### config.mk
export PLATFORM = sky130hd
export DESIGN_NAME = display_scan
export DESIGN_NICKNAME = d
export VERILOG_FILES = /design/src/rtl/display_scan.sv
export SDC_FILE = /design/constraint.sdc
export NUM_CORES = 1
export LEC_CHECK = 0
export BUFFER_PORTS_ARGS = -buffer_cell sky130_fd_sc_hd__buf_4
export CELL_PAD_IN_SITES_DETAIL_PLACEMENT = 0
export CELL_PAD_IN_SITES_GLOBAL_PLACEMENT = 1
export CORE_MARGIN = 8
export CORE_UTILIZATION = 44
export DETAILED_ROUTE_END_ITERATION = 8
export GPL_TIMING_DRIVEN = 0
export PLACE_DENSITY_LB_ADDON = 0.1
export SYNTH_ARGS = -nofsm -noshare
export SYNTH_HDL_FRONTEND = slang
export SYNTH_SLANG_ARGS = --single-unit
### constraint.sdc
create_clock -name clk -period 2.3 [get_ports clk]
set_input_delay 0.23 -clock clk [delete_from_list [all_inputs] [get_ports clk]]
set_output_delay 0.23 -clock clk [all_outputs]
set_load 0.05 [all_outputs]
### src/rtl/display_scan.sv
// display_scan: time-multiplexed 7-segment digit scanner.
//
// Presents one nibble of a double-buffered packed value per scan slot and
// drives one-hot digit enables. Each slot begins with a dark guard interval.
// Leading zeros are optionally suppressed. New values are taken from the
// shadow register only at frame boundaries, so a frame never mixes two values.
//
// Ports:
//   clk        system clock, rising edge
//   rst_n      synchronous active-low reset
//   value_in   packed value, nibble k = value_in[4k+3:4k], digit 0 = LSD
//   load       single-cycle strobe, captures value_in into the shadow register
//   lz_en      1 = suppress leading zeros (registered before use)
//   bcd_out    nibble of the current digit
//   dig_en     one-hot active-high digit enable
//   blank      1 = current slot dark
//   frame_done one-cycle pulse after each frame boundary
module display_scan #(
   parameter int unsigned NUM_DIGITS   = 4,
   parameter int unsigned PRESCALE     = 50000,
   parameter int unsigned BLANK_CYCLES = 2
) (
   input  logic                    clk,
   input  logic                    rst_n,
   input  logic [4*NUM_DIGITS-1:0] value_in,
   input  logic                    load,
   input  logic                    lz_en,
   output logic [3:0]              bcd_out,
   output logic [NUM_DIGITS-1:0]   dig_en,
   output logic                    blank,
   output logic                    frame_done
);

   localparam int unsigned PW = (PRESCALE > 1) ? $clog2(PRESCALE) : 1;
   localparam int unsigned IW = (NUM_DIGITS > 1) ? $clog2(NUM_DIGITS) : 1;
   localparam int unsigned VW = 4 * NUM_DIGITS;

   logic [VW-1:0] shadow_q, shadow_d;
   logic [VW-1:0] active_q, active_d;
   logic [PW-1:0] presc_q, presc_d;
   logic [IW-1:0] idx_q, idx_d;
   logic          frame_done_q, frame_done_d;
   logic          lz_en_q;

   logic          slot_end;
   logic          frame_end;

   always_comb begin
      slot_end  = (presc_q == PW'(PRESCALE - 1));
      frame_end = slot_end && (idx_q == IW'(NUM_DIGITS - 1));

      presc_d = slot_end ? '0 : presc_q + 1'b1;
      idx_d   = idx_q;
      if (slot_end) begin
         idx_d = (idx_q == IW'(NUM_DIGITS - 1)) ? '0 : idx_q + 1'b1;
      end

      shadow_d = load ? value_in : shadow_q;
      // A load coinciding with the boundary bypasses the shadow register.
      active_d = active_q;
      if (frame_end) begin
         active_d = load ? value_in : shadow_q;
      end
      frame_done_d = frame_end;
   end

   always_ff @(posedge clk) begin
      if (!rst_n) begin
         shadow_q     <= '0;
         active_q     <= '0;
         presc_q      <= '0;
         idx_q        <= '0;
         frame_done_q <= 1'b0;
         lz_en_q      <= 1'b0;
      end else begin
         shadow_q     <= shadow_d;
         active_q     <= active_d;
         presc_q      <= presc_d;
         idx_q        <= idx_d;
         frame_done_q <= frame_done_d;
         lz_en_q      <= lz_en;
      end
   end

   // upper_zero[k]: nibbles k..NUM_DIGITS-1 of the active value are all zero.
   logic [NUM_DIGITS-1:0] upper_zero;
   logic                  sup;
   logic                  guard;

   always_comb begin
      upper_zero = '0;
      upper_zero[NUM_DIGITS-1] = (active_q[VW-1 -: 4] == 4'h0);
      for (int k = NUM_DIGITS - 2; k >= 0; k--) begin
         upper_zero[k] = upper_zero[k+1] && (active_q[4*k +: 4] == 4'h0);
      end

      bcd_out = 4'h0;
      sup     = 1'b0;
      for (int k = 0; k < NUM_DIGITS; k++) begin
         if (idx_q == IW'(k)) begin
            bcd_out = active_q[4*k +: 4];
            // Digit 0 is never suppressed so a zero value still shows "0".
            sup     = lz_en_q && (k != 0) && upper_zero[k];
         end
      end

      guard = (32'(presc_q) < BLANK_CYCLES);
      blank = guard || sup;

      dig_en = '0;
      for (int k = 0; k < NUM_DIGITS; k++) begin
         dig_en[k] = !blank && (idx_q == IW'(k));
      end
   end

   assign frame_done = frame_done_q;

endmodule

==> flow_summary.yaml <==
worst_setup_path:
  worstPathCellList: "ha_1, nand3_4, or3_4, nor3_4, buf_8, mux2_2"
  end_kind: "flip-flop"
  crit_arrival_ns: 2.29
  startpoint_type: "flip-flop"
  cp_max_fo: 10
  path_delay_family: "simple AND/OR/NAND/NOR gates"
  max_stage_delay_ns: 0.44
  cp.required_ns: 2.49
  slowest_stage: "or3_4"
  critical_path_class: "flip-flop to flip-flop"
  crit_buf_inv: 1
global_route:
  grt_max_degree: 16
  grt_pass1_vias: 1698
  overflow: 0
  grt_pass1_wl_um: 8030
  gr-usage-met3_pct: 3.58
  grt-busiest-layer: "met2"
  grt.met1_usage_pct: 15.9
  antenna_found_initial: 0
  grt_use_total_pct: 12.9
  met2_usage_pct: 21.5
placed_design:
  dp.final_hpwl_um: 3530
  port_buffers: 27
  gp_congestion: 0.801
sta:
  report.final.slew_viol_count: 0
  rsz0062_at_grt: "no"
  period_share_pct: 91.2
  setup_viol: 0
  finClkSkew_ns: 0.00990
  finalHoldViolCount: 0
  post-route-min-period_ns: 2.10
  fin_hold_ws_ns: 0.141
  worst-slew-pin-transition_ns: 0.459
  fmax_mhz: 477
  slew_headroom_pct: 69.4
pwr:
  p_total_w: 0.00174
  leakagePower_nw: 1.13
  switchingPower_w: 0.000376
  p_per_area_nw_per_um2: 608
  power_frac_clock_pct: 39.0
  p_comb_share_pct: 7.7
  p_int_w: 0.00137
  ir_drop_v: 0.000279
  power_switching_share_pct: 21.6
  pwr-share-seq_pct: 53.3
cts:
  cts_sinks: 52
  clockRootBuffer: "clkbuf_8"
  cts.clk_slew.worst_paths_ns: 0.09
  numCtsBuffers: 5
  htree_levels: 2
  cts_tree: "done"
  holdBufCountCts: 0
  clock_path_buffers: 2
  clock_latency_ns: 0.31
run_status:
  status: "completed"
yosys:
  synthesis.nets: 274
  yosys-top-cells-area: "dfxtp_1 44%, mux2_2 7.7%, mux2i_1 7.2%, and2_1 4.8%, nor2b_1 4.3%"
  ys_types: 31
  synth_edf_count: 0
  synth_warnings: 0
  syn_area_sq_um: 2350
  async_reset_ff_share_pct: 0
  synth_top_area_share_pct: 44.3
  yosysSeqAreaShare_pct: 44.3
  synth_area_leader_cell: "dfxtp_1"
  syn_avg_cell_area_sq_um: 9.45
  synth_common_cells: "52 x dfxtp_1, 23 x nor2_1, 18 x and2_1"
  ys_ff_latch: 52
  synth.most_common_cell: "dfxtp_1"
  synth-main-ff-cell: "dfxtp_1"
  postSynthCellCount: 249
finish:
  syn_to_final_growth_pct: 21.8
  multiInputGateArea_sq_um: 1270
  diodes: 0
  final_core_util_pct: 55.7
  nets: 311
  fill_cells: 491
  seqCellArea_sq_um: 1050
  drive_above_1_share_pct: 25.9
drt:
  drcViolationCount: 0
  routed_wirelength_um: 4750
  postRouteAntennaNets: 0
  vias: 1715
  drtPass1Iterations: 4
  routedWlPerCell_um: 13.4
  viasPerCell: 4.82
  drt_iter0_markers: 70
floorplanning:
  die_w_um: 89.1
  dieHeight_um: 89.1
  core-area_sq_um: 5140
  die_area_sq_um: 7940
  io_pins: 30
  initial_core_util_pct: 45.8
  num_rows: 26
job:
  drv_cap: 0
min_path:
  hp-class: "input pin to flip-flop"
==> per-stage QoR <==
| step | TNS, ns | setup WS, ns | std cells | instance area [sq um] |
|---|---|---|---|---|
| after floorplan | -0.335 | -0.112 | 249 | 2420 |
| after global placement | 0 | 0.0509 | 346 | 2720 |
| after detailed placement | 0 | 0.0373 | 346 | 2720 |
| after CTS | 0 | 0.0124 | 353 | 2840 |
| after global routing | 0 | 0.0621 | 356 | 2870 |
| final | 0 | 0.203 | 356 | 2870 |
==> path summary, 6_finish.rpt <==
kind,start,end,slack (ns),cells past startpoint
worst min-delay path,lz_en,lz_en_q$_SDFF_PN0_,0.14,2
worst max-delay path,presc_q[0]$_SDFF_PP0_,active_q[10]$_SDFFE_PN0P_,0.20,6
worst max register to register,presc_q[0]$_SDFF_PP0_,active_q[10]$_SDFFE_PN0P_,0.20,6
worst min register to register,presc_q[0]$_SDFF_PP0_,presc_q[0]$_SDFF_PP0_,0.47,1
==> kinds of logic (layout without fill, tap and decap cells) <==
group,after synthesis,after routing,synth area share (%)
XOR/XNOR,13,13,4.84
buffers and inverters,21,58,3.94
AO/OA/AOI/OAI,19,19,4.36
multiplexers,33,33,14.9
AND/OR/NAND/NOR,106,106,25.1
flip-flops,52,52,44.3
adder cells (fa/ha/maj),5,5,2.66
==> layer usage <==
metal  routed length [um]  up-vias
li1                     -      916
met1                 2180      768
met2                 2260       26
met3                  256        5
met4                   58        0
met5                    0        -
==> sequential cells by signal (all words and copies together), names as in the netlist <==
register    cells
shadow_q       16
presc_q        16
frame_done      1
active_q       16
idx_q           2
lz_en_q         1
==> final cells by class <==
cell class | instances | share of cell area [%]
multi-input cells | 176 | 44.3
plain buffers | 11 | 2.62
repair buffers | 30 | 7.86
flip-flops and latches | 52 | 36.6
inverters | 10 | 1.31
clock inverters | 1 | 1.05
clock buffers | 6 | 3.28
well taps | 70 | 3.06
==> timing repair <==
item                                    CTS  global route
resized for setup                         0             1
buffers inserted                          0             3
endpoints found under the setup margin    0            18
==> cell usage in the layout (no fill, tap or decap), types with 2 or more instances in the layout <==
cell type  instances
or4_1              2
inv_1              8
ha_4               2
dfxtp_2            2
buf_4             30
a21oi_1           10
buf_2              2
nand3_1            8
clkbuf_1           6
nor2_2             3
ha_1               3
mux2i_1           17
o21ai_1            4
nor2_1            19
nor3_1             4
dfxtp_1           49
mux2_2            16
nand3b_1           4
nand2_1           14
xor2_1             2
and2_1            18
nor4_1             8
xnor2_1           11
nand4_1            3
clkbuf_8           7
nor2b_1           16
inv_2              2
==> power groups by stage <==
stage          Sequential, W  Clock [W]  Combinational, W
3_3_place_gp        0.000950          0          0.000131
5_1_grt             0.000933   0.000733          0.000149
2_1_floorplan       0.000949          0         0.0000853
6_report            0.000930   0.000679          0.000134
4_1_cts             0.000930   0.000696          0.000133
3_5_place_dp        0.000951          0          0.000132
Power figures use the tool's default switching activity.
